$ cat src/rtl/multicycle_control_fsm_pkg.sv
// Shared types for the multi-cycle control unit: states, opcode classes, encodings, control word.
// Latency: n/a (types and constants only).
// Backpressure: n/a.
package ctrl_pkg;

    typedef enum logic [2:0] {
        ST_FETCH   = 3'd0,
        ST_DECODE  = 3'd1,
        ST_EXECUTE = 3'd2,
        ST_MEM     = 3'd3,
        ST_WB      = 3'd4,
        ST_HALT    = 3'd5
    } state_t;

    // instr[6:2] major opcodes (instr[1:0] must be 2'b11)
    localparam logic [4:0] OP_R      = 5'b01100;
    localparam logic [4:0] OP_LOAD   = 5'b00000;
    localparam logic [4:0] OP_STORE  = 5'b01000;
    localparam logic [4:0] OP_BRANCH = 5'b11000;
    localparam logic [4:0] OP_IMM    = 5'b00100;
    localparam logic [4:0] OP_LUI    = 5'b01101;
    localparam logic [4:0] OP_AUIPC  = 5'b00101;
    localparam logic [4:0] OP_JAL    = 5'b11011;
    localparam logic [4:0] OP_JALR   = 5'b11001;
    localparam logic [4:0] OP_FENCE  = 5'b00011;
    localparam logic [4:0] OP_SYSTEM = 5'b11100;

    typedef enum logic [2:0] {
        M2R_ALU   = 3'b000,
        M2R_MEM   = 3'b001,
        M2R_IMM   = 3'b010,
        M2R_PCIMM = 3'b011,
        M2R_PC4   = 3'b100
    } m2r_t;

    typedef enum logic [1:0] {
        ALU_ADD    = 2'b00,
        ALU_BRANCH = 2'b01,
        ALU_FUNCT  = 2'b10,
        ALU_PASS   = 2'b11
    } aluop_t;

    typedef enum logic [2:0] {
        CAUSE_NONE    = 3'b000,
        CAUSE_ECALL   = 3'b001,
        CAUSE_EBREAK  = 3'b010,
        CAUSE_FENCE   = 3'b011,
        CAUSE_ILLEGAL = 3'b100,
        CAUSE_TIMEOUT = 3'b101
    } cause_t;

    typedef enum logic [3:0] {
        CLS_NOP, CLS_R, CLS_IMM, CLS_LOAD, CLS_STORE, CLS_BRANCH, CLS_LUI,
        CLS_AUIPC, CLS_JAL, CLS_JALR, CLS_FENCE, CLS_SYSTEM, CLS_ILLEGAL
    } class_t;

    typedef struct packed {
        logic   branch;
        logic   mem_read;
        logic   mem_write;
        logic   alu_src;
        logic   reg_write;
        logic   pc_select;
        m2r_t   mem_to_reg;
        aluop_t alu_op;
    } ctrl_word_t;

    localparam ctrl_word_t CW_ZERO = '0;

endpackage

$ cat src/rtl/multicycle_control_fsm_if.sv
// Control-unit <-> datapath/memory bundle: IR contents, memory handshakes, control word, status.
// Latency: n/a (wires only).
// Backpressure: imem/dmem req held until the matching ready; master = control FSM, slave = datapath side.
interface multicycle_control_fsm_if;
    import ctrl_pkg::*;

    logic [31:0] instr;
    logic        imem_ready;
    logic        dmem_ready;
    logic        resume;
    logic        imem_req;
    logic        dmem_req;
    logic        ir_write;
    logic        pc_write;
    logic        Branch;
    logic        MemRead;
    logic        MemWrite;
    logic        ALUSrc;
    logic        RegWrite;
    logic        PCSelect;
    m2r_t        MemtoReg;
    aluop_t      ALUOp;
    logic        halted;
    cause_t      halt_cause;
    state_t      state;

    modport master (
        input  instr, imem_ready, dmem_ready, resume,
        output imem_req, dmem_req, ir_write, pc_write,
               Branch, MemRead, MemWrite, ALUSrc, RegWrite, PCSelect,
               MemtoReg, ALUOp, halted, halt_cause, state
    );

    modport slave (
        output instr, imem_ready, dmem_ready, resume,
        input  imem_req, dmem_req, ir_write, pc_write,
               Branch, MemRead, MemWrite, ALUSrc, RegWrite, PCSelect,
               MemtoReg, ALUOp, halted, halt_cause, state
    );
endinterface

$ cat src/rtl/multicycle_control_fsm_decode.sv
// Opcode classifier and class -> control-word map shared by the DECODE and EXECUTE states.
// Latency: combinational.
// Backpressure: none.
// Ports: opcode (instr[6:0]) -> cls_out/legal; cls_in (latched class) -> cw.
module ctrl_decode
    import ctrl_pkg::*;
(
    input  logic [6:0] opcode,
    input  class_t     cls_in,
    output class_t     cls_out,
    output logic       legal,
    output ctrl_word_t cw
);

    always_comb begin
        cls_out = CLS_ILLEGAL;
        if (opcode[1:0] == 2'b11) begin
            case (opcode[6:2])
                OP_R:      cls_out = CLS_R;
                OP_IMM:    cls_out = CLS_IMM;
                OP_LOAD:   cls_out = CLS_LOAD;
                OP_STORE:  cls_out = CLS_STORE;
                OP_BRANCH: cls_out = CLS_BRANCH;
                OP_LUI:    cls_out = CLS_LUI;
                OP_AUIPC:  cls_out = CLS_AUIPC;
                OP_JAL:    cls_out = CLS_JAL;
                OP_JALR:   cls_out = CLS_JALR;
                OP_FENCE:  cls_out = CLS_FENCE;
                OP_SYSTEM: cls_out = CLS_SYSTEM;
                default:   cls_out = CLS_ILLEGAL;
            endcase
        end
        legal = (cls_out != CLS_ILLEGAL);
    end

    // Full control word of the class; the FSM gates the memory and
    // register-write strobes down to the state that owns them.
    always_comb begin
        cw = CW_ZERO;
        case (cls_in)
            CLS_R:      begin cw.alu_op = ALU_FUNCT; cw.reg_write = 1'b1; end
            CLS_IMM:    begin cw.alu_op = ALU_FUNCT; cw.alu_src = 1'b1; cw.reg_write = 1'b1; end
            CLS_LOAD:   begin
                cw.alu_src = 1'b1; cw.mem_read = 1'b1;
                cw.mem_to_reg = M2R_MEM; cw.reg_write = 1'b1;
            end
            CLS_STORE:  begin cw.alu_src = 1'b1; cw.mem_write = 1'b1; end
            CLS_BRANCH: begin cw.branch = 1'b1; cw.alu_op = ALU_BRANCH; end
            CLS_LUI:    begin cw.mem_to_reg = M2R_IMM; cw.alu_op = ALU_PASS; cw.reg_write = 1'b1; end
            CLS_AUIPC:  begin cw.mem_to_reg = M2R_PCIMM; cw.alu_op = ALU_PASS; cw.reg_write = 1'b1; end
            CLS_JAL:    begin
                cw.pc_select = 1'b1; cw.mem_to_reg = M2R_PC4;
                cw.alu_op = ALU_PASS; cw.reg_write = 1'b1;
            end
            CLS_JALR:   begin
                cw.alu_src = 1'b1; cw.pc_select = 1'b1;
                cw.mem_to_reg = M2R_PC4; cw.reg_write = 1'b1;
            end
            default:    cw = CW_ZERO;
        endcase
    end

endmodule

$ cat src/rtl/multicycle_control_fsm.sv
// Multi-cycle control FSM: FETCH/DECODE/EXECUTE/MEM/WB sequencing with HALT, resume and memory timeout.
// Latency: 4 cycles ALU/branch/jump/U-type, 5 load/store, 3 FENCE-as-NOP, +1 per memory wait cycle.
// Backpressure: holds imem_req/dmem_req until ready; after MEM_TIMEOUT cycles without ready it halts.
// Ports: clk, rst_n (async, active-low), bus (master modport: IR, handshakes, control word, status).
module multicycle_control_fsm
    import ctrl_pkg::*;
#(
    parameter int MEM_TIMEOUT  = 16,
    parameter bit FENCE_AS_NOP = 1'b1
) (
    input  logic                     clk,
    input  logic                     rst_n,
    multicycle_control_fsm_if.master bus
);

    localparam int WAIT_W = 16;

    state_t             state_q;
    class_t             cls_q;
    cause_t             cause_q;
    logic [WAIT_W-1:0]  wait_q;

    class_t             dec_cls;
    logic               dec_legal;
    ctrl_word_t         cw;
    ctrl_word_t         act_cw;
    logic               tmo_hit;
    logic               unused_instr;

    assign unused_instr = ^{bus.instr[31:21], bus.instr[19:7]};

    ctrl_decode u_decode (
        .opcode  (bus.instr[6:0]),
        .cls_in  (cls_q),
        .cls_out (dec_cls),
        .legal   (dec_legal),
        .cw      (cw)
    );

    // Last permitted wait cycle; a ready arriving on this same cycle still wins.
    assign tmo_hit = (MEM_TIMEOUT > 0) && (wait_q == WAIT_W'(MEM_TIMEOUT - 1));

    always_ff @(posedge clk or negedge rst_n) begin
        if (!rst_n) begin
            state_q <= ST_FETCH;
            cls_q   <= CLS_NOP;
            cause_q <= CAUSE_NONE;
            wait_q  <= '0;
        end else begin
            // Any transition clears the wait counter; only waiting states count up.
            wait_q <= '0;
            case (state_q)
                ST_FETCH: begin
                    if (bus.imem_ready) begin
                        state_q <= ST_DECODE;
                    end else if (tmo_hit) begin
                        state_q <= ST_HALT;
                        cause_q <= CAUSE_TIMEOUT;
                    end else begin
                        wait_q <= wait_q + WAIT_W'(1);
                    end
                end
                ST_DECODE: begin
                    cls_q <= dec_cls;
                    if (!dec_legal) begin
                        state_q <= ST_HALT;
                        cause_q <= CAUSE_ILLEGAL;
                    end else if (dec_cls == CLS_SYSTEM) begin
                        state_q <= ST_HALT;
                        cause_q <= bus.instr[20] ? CAUSE_EBREAK : CAUSE_ECALL;
                    end else if (dec_cls == CLS_FENCE) begin
                        if (FENCE_AS_NOP) begin
                            state_q <= ST_WB;
                        end else begin
                            state_q <= ST_HALT;
                            cause_q <= CAUSE_FENCE;
                        end
                    end else begin
                        state_q <= ST_EXECUTE;
                    end
                end
                ST_EXECUTE: begin
                    state_q <= (cls_q == CLS_LOAD || cls_q == CLS_STORE) ? ST_MEM : ST_WB;
                end
                ST_MEM: begin
                    if (bus.dmem_ready) begin
                        state_q <= ST_WB;
                    end else if (tmo_hit) begin
                        state_q <= ST_HALT;
                        cause_q <= CAUSE_TIMEOUT;
                    end else begin
                        wait_q <= wait_q + WAIT_W'(1);
                    end
                end
                ST_WB: begin
                    // A resumed halt passes through here once; its cause retires with it.
                    state_q <= ST_FETCH;
                    cause_q <= CAUSE_NONE;
                end
                ST_HALT: begin
                    // Illegal and timeout never match here, so they stay until reset.
                    if (bus.resume && (cause_q == CAUSE_ECALL || cause_q == CAUSE_EBREAK ||
                                       cause_q == CAUSE_FENCE)) begin
                        state_q <= ST_WB;
                    end
                end
                default: state_q <= ST_FETCH;
            endcase
        end
    end

    // Control word is live only in EXECUTE/MEM/WB; memory strobes belong to MEM,
    // the register write to WB. SYSTEM/FENCE classes carry RegWrite=0, so a
    // resumed WB only advances the PC.
    always_comb begin
        act_cw = CW_ZERO;
        if (state_q == ST_EXECUTE || state_q == ST_MEM || state_q == ST_WB) begin
            act_cw           = cw;
            act_cw.mem_read  = cw.mem_read  && (state_q == ST_MEM);
            act_cw.mem_write = cw.mem_write && (state_q == ST_MEM);
            act_cw.reg_write = cw.reg_write && (state_q == ST_WB);
        end
    end

    assign bus.imem_req   = (state_q == ST_FETCH);
    assign bus.ir_write   = (state_q == ST_FETCH) && bus.imem_ready;
    assign bus.dmem_req   = (state_q == ST_MEM);
    assign bus.pc_write   = (state_q == ST_WB);
    assign bus.halted     = (state_q == ST_HALT);
    assign bus.Branch     = act_cw.branch;
    assign bus.MemRead    = act_cw.mem_read;
    assign bus.MemWrite   = act_cw.mem_write;
    assign bus.ALUSrc     = act_cw.alu_src;
    assign bus.RegWrite   = act_cw.reg_write;
    assign bus.PCSelect   = act_cw.pc_select;
    assign bus.MemtoReg   = act_cw.mem_to_reg;
    assign bus.ALUOp      = act_cw.alu_op;
    assign bus.halt_cause = cause_q;
    assign bus.state      = state_q;

endmodule

$ cat src/flat_wrapper.sv
// flat-port wrapper written by rule: the top's interface ports become plain ports
module multicycle_control_fsm_flat import ctrl_pkg::*;
#(
    parameter int MEM_TIMEOUT  = 16,
    parameter bit FENCE_AS_NOP = 1'b1
)
  (clk, rst_n, bus_instr, bus_imem_ready, bus_dmem_ready, bus_resume, bus_imem_req, bus_dmem_req, bus_ir_write, bus_pc_write, bus_Branch, bus_MemRead, bus_MemWrite, bus_ALUSrc, bus_RegWrite, bus_PCSelect, bus_MemtoReg, bus_ALUOp, bus_halted, bus_halt_cause, bus_state);
  multicycle_control_fsm_if bus_i ();
  input  logic clk;
  input  logic rst_n;
  input wire logic [$bits(bus_i.instr)-1:0] bus_instr;
  input wire logic [$bits(bus_i.imem_ready)-1:0] bus_imem_ready;
  input wire logic [$bits(bus_i.dmem_ready)-1:0] bus_dmem_ready;
  input wire logic [$bits(bus_i.resume)-1:0] bus_resume;
  output wire logic [$bits(bus_i.imem_req)-1:0] bus_imem_req;
  output wire logic [$bits(bus_i.dmem_req)-1:0] bus_dmem_req;
  output wire logic [$bits(bus_i.ir_write)-1:0] bus_ir_write;
  output wire logic [$bits(bus_i.pc_write)-1:0] bus_pc_write;
  output wire logic [$bits(bus_i.Branch)-1:0] bus_Branch;
  output wire logic [$bits(bus_i.MemRead)-1:0] bus_MemRead;
  output wire logic [$bits(bus_i.MemWrite)-1:0] bus_MemWrite;
  output wire logic [$bits(bus_i.ALUSrc)-1:0] bus_ALUSrc;
  output wire logic [$bits(bus_i.RegWrite)-1:0] bus_RegWrite;
  output wire logic [$bits(bus_i.PCSelect)-1:0] bus_PCSelect;
  output wire logic [$bits(bus_i.MemtoReg)-1:0] bus_MemtoReg;
  output wire logic [$bits(bus_i.ALUOp)-1:0] bus_ALUOp;
  output wire logic [$bits(bus_i.halted)-1:0] bus_halted;
  output wire logic [$bits(bus_i.halt_cause)-1:0] bus_halt_cause;
  output wire logic [$bits(bus_i.state)-1:0] bus_state;
  assign bus_i.instr = bus_instr;
  assign bus_i.imem_ready = bus_imem_ready;
  assign bus_i.dmem_ready = bus_dmem_ready;
  assign bus_i.resume = bus_resume;
  assign bus_imem_req = bus_i.imem_req;
  assign bus_dmem_req = bus_i.dmem_req;
  assign bus_ir_write = bus_i.ir_write;
  assign bus_pc_write = bus_i.pc_write;
  assign bus_Branch = bus_i.Branch;
  assign bus_MemRead = bus_i.MemRead;
  assign bus_MemWrite = bus_i.MemWrite;
  assign bus_ALUSrc = bus_i.ALUSrc;
  assign bus_RegWrite = bus_i.RegWrite;
  assign bus_PCSelect = bus_i.PCSelect;
  assign bus_MemtoReg = bus_i.MemtoReg;
  assign bus_ALUOp = bus_i.ALUOp;
  assign bus_halted = bus_i.halted;
  assign bus_halt_cause = bus_i.halt_cause;
  assign bus_state = bus_i.state;
  multicycle_control_fsm #(.MEM_TIMEOUT(MEM_TIMEOUT), .FENCE_AS_NOP(FENCE_AS_NOP)) u_core (.clk(clk), .rst_n(rst_n), .bus(bus_i));
endmodule
$ cat config.mk
export PLATFORM = sky130hd
export DESIGN_NAME = multicycle_control_fsm_flat
export DESIGN_NICKNAME = d
export VERILOG_FILES = /design/src/rtl/multicycle_control_fsm_pkg.sv /design/src/rtl/multicycle_control_fsm_if.sv /design/src/rtl/multicycle_control_fsm_decode.sv /design/src/rtl/multicycle_control_fsm.sv /design/src/flat_wrapper.sv
export SDC_FILE = /design/constraint.sdc
export NUM_CORES = 1
export LEC_CHECK = 0
export ABC_CLOCK_PERIOD_IN_PS = 5800
export BUFFER_PORTS_ARGS = -buffer_cell sky130_fd_sc_hd__buf_2
export CAP_MARGIN = 10
export CORE_MARGIN = 2
export CORE_UTILIZATION = 45
export CTS_BUF_LIST = sky130_fd_sc_hd__clkbuf_8
export DETAILED_ROUTE_END_ITERATION = 8
export PLACE_DENSITY = 0.72
export SETUP_SLACK_MARGIN = 0.15
export SYNTH_ARGS = -nofsm -noshare
export SYNTH_HDL_FRONTEND = slang
export SYNTH_SLANG_ARGS = --single-unit
$ cat constraint.sdc
create_clock -name clk -period 5.8 [get_ports clk]
set_input_delay 0.58 -clock clk [delete_from_list [all_inputs] [get_ports clk]]
set_output_delay 0.58 -clock clk [all_outputs]
set_load 0.01 [all_outputs]
==> run_results.csv <==
group,metric,value,unit
global_routing,first_global_vias,1453,
die,boundaryPins,59,
sta,rsz0062_at_grt,"false",
critical_path,r2r_start,"u_core.wait_q[0]$_DFF_PN0_",
drt,drt_pre_antenna_iters,4,
cts,cts.repair.resized,0,
die,fp-row-count,23,
cts,htree_levels,1,
cts,cts_buffers,3,
cts,cts_tree,"done",
sta,worst_pin_slew,0.571,ns
drt,vias,1617,
critical_path,crit_type,"flop to primary output",
yosys,seq_area_frac_synth,35.4,%
run_status,outcome,"finished clean",
cts,cts.root.buffer_cell,"clkbuf_8",
hold_path,hp-class,"primary input to async pin",
drt,post_drt_wl_per_cell,13.0,µm
sta,maxSlewHeadroom,61.9,%
yosys,synth_edf_count,0,
cells_and_area,fin_util,52.9,%
die,die_x,67.9,µm
die,die_y,67.9,µm
drt,drtAntennaViolNets,0,
drt,avgViaCountPerCell,5.46,
sta,drv_slew,0,
cts,clk_pin_slew,0.10,ns
critical_path,rr_endpoint,"u_core.bus.halt_cause[2]$_DFFE_PN0P_",
sta,clock-skew-final,0.0112,ns
yosys,synth_cell_types,51,
global_routing,track_usage,18.9,%
die,start_util,46.3,%
sta,setup_viol,0,
yosys,synth-main-ff-cell,"dfrtp_1",
place,gp_congestion,0.759,
yosys,synthCells,218,
cells_and_area,final_common_cell,"buf_2",
critical_path,ff2ff_path_depth,7,
drt,drt_iter0_drc,99,
yosys,ys_warn_count,0,
critical_path,crit_path_max_fanout,12,
cells_and_area,antenna_cells,0,
sta,timing.fmax,387,MHz
flow_run,cap_violations,0,
power,power_density,344,mW/mm²
yosys,ys_ff_latch,26,
power,irDropWorstVdd,0.156,mV
cts,clkLatencyLatePin,0.28,ns
sta,hold_viol,0,
global_routing,antenna_found_initial,0,
cells_and_area,drive_gt1_share,22.0,%
drt,wl,3.85,mm
cts,post-cts-setup-buffers,0,
place,place.detailed.hpwl,2.85,mm
yosys,syn_avg_cell_area,8.43,µm²
yosys,synth_nets,260,
global_routing,grt_pass1_wl,6.66,mm
critical_path,critical_path_required,5.22,ns
global_routing,grt_max_degree,27,
cells_and_area,layout_common_cells,"buf_2, dfrtp_1, nor2_1",
sta,timing.final.crit_share,44.6,%
global_routing,grt_overflow,0,
die,coreArea,0.00397,mm²
cts,cts_sinks,26,
cts,hold_buffers,0,
sta,fin_crit,2.59,ns
cells_and_area,syn2layout_area_growth,14.2,%
cells_and_area,layout.nets,289,
critical_path,setup.worst_path.start_class,"flop",
place,placement.io_buffers,34,
critical_path,r2r_slack,3.72,ns
critical_path,endpoint_kind,"primary output",
yosys,async_flop_share,100,%
power,leakagePower,0.964,nW
die,die_area,0.00461,mm²
sta,fin_setup_tns,0,ns
yosys,synth_area,0.00184,mm²
critical_path,crit_arrival,2.01,ns
drt,route.detailed.drc,0,
cts,clock_path_buffers,2,
-- critical path: stages (launching register included) --
cell and delay (ns):
dfrtp_1 0.50, nand2b_1 0.21, nand2b_1 0.23, a2111oi_0 0.53, a211o_1 0.15, buf_2 0.12
-- worst max path at each step --
stage | cells past startpoint | from | to | slack (ns)
after CTS | 5 | u_core.bus.state[0]$_DFFE_PN0P_ | bus_ALUOp[0] | 3.19
final | 5 | u_core.bus.state[0]$_DFFE_PN0P_ | bus_ALUOp[0] | 3.21
after global placement | 9 | bus_instr[3] | u_core.bus.halt_cause[0]$_DFFE_PN0P_ | 3.16
after global routing | 5 | u_core.bus.state[0]$_DFFE_PN0P_ | bus_ALUOp[0] | 2.96
after floorplan | 5 | u_core.bus.state[1]$_DFFE_PN0P_ | bus_ALUOp[0] | 3.34
after detailed placement | 9 | bus_instr[3] | u_core.bus.halt_cause[0]$_DFFE_PN0P_ | 3.12
-- kinds of logic after synthesis --
logic type	count (synthesis)	synth area share [%]
mux	3	2.18
fa+ha+maj	5	3.40
flops	26	35.4
simple gates	103	29.7
buf+inv	22	4.76
xor+xnor	12	5.72
compound gates	47	18.8
-- metrics by stage --
step	std cells	setup slack, ns	total power, W	cell area, µm²	hold slack (ns)
floorplan	218	3.34	0.000486	1840	0.284
global placement	292	3.16	0.000565	2030	0.504
detailed placement	292	3.12	0.000569	2030	0.517
CTS	296	3.19	0.000725	2100	0.304
global route	296	2.96	0.000782	2100	0.324
finish	296	3.21	0.000723	2100	0.273
-- flip-flops by register name (all words and copies together), names as in the netlist --
| name | count |
|---|---|
| u_core.wait_q | 16 |
| u_core.cls_q | 4 |
| u_core.bus.halt_cause | 3 |
| u_core.bus.state | 3 |
-- power by group --
part / internal [W] / leakage [nW] / total [W] / switching (W)
Sequential: 0.000209 / 0.345 / 0.000262 / 0.0000530
Combinational: 0.000136 / 0.583 / 0.000306 / 0.000170
Clock: 0.0000926 / 0.0357 / 0.000156 / 0.0000630
-- cell usage after synthesis (all sizes together) (2+ instances only) --
master	number	area [µm²]
a2111oi	2	36.3
a211oi	2	20.0
a21oi	12	60.1
a31oi	3	33.8
and2	3	18.8
and3	9	57.6
buf	2	12.5
clkbuf	8	30.0
dfrtp	26	651
ha	5	62.6
inv	12	45.0
mux2	2	30.0
nand2	23	86.3
nand2b	8	50.1
nand3	8	45.0
nand3b	2	18.8
nand4	4	25.0
nor2	24	90.1
nor2b	3	18.8
nor3	2	15.0
nor4	6	37.5
o211ai	2	15.0
o21a	3	22.5
o21ai	11	55.1
o22ai	4	25.0
or2	4	25.0
or3	3	18.8
xnor2	3	26.3
xor2	9	78.8
-- layout make-up --
type / instances / area (µm²)
timing repair buffer: 34 / 170
fill: 390 / 1870
clock inverter: 1 / 30.0
multi-input combinational: 170 / 1100
clock buffer: 3 / 41.3
tap: 50 / 62.6
sequential: 26 / 651
inverter: 12 / 45.0
-- layer usage --
| metal | vias up | global-route usage (%) | share of wire, % |
|---|---|---|---|
| met3 | 4 | 1.48 | 3.1 |
| met1 | 758 | 27.7 | 52 |
| met4 | 0 | 8.25 | 1.9 |
| met5 | - | 0 | 0 |
| li1 | 823 | - | - |
| met2 | 32 | 28.7 | 43 |
(Power assumes the default switching activity.)
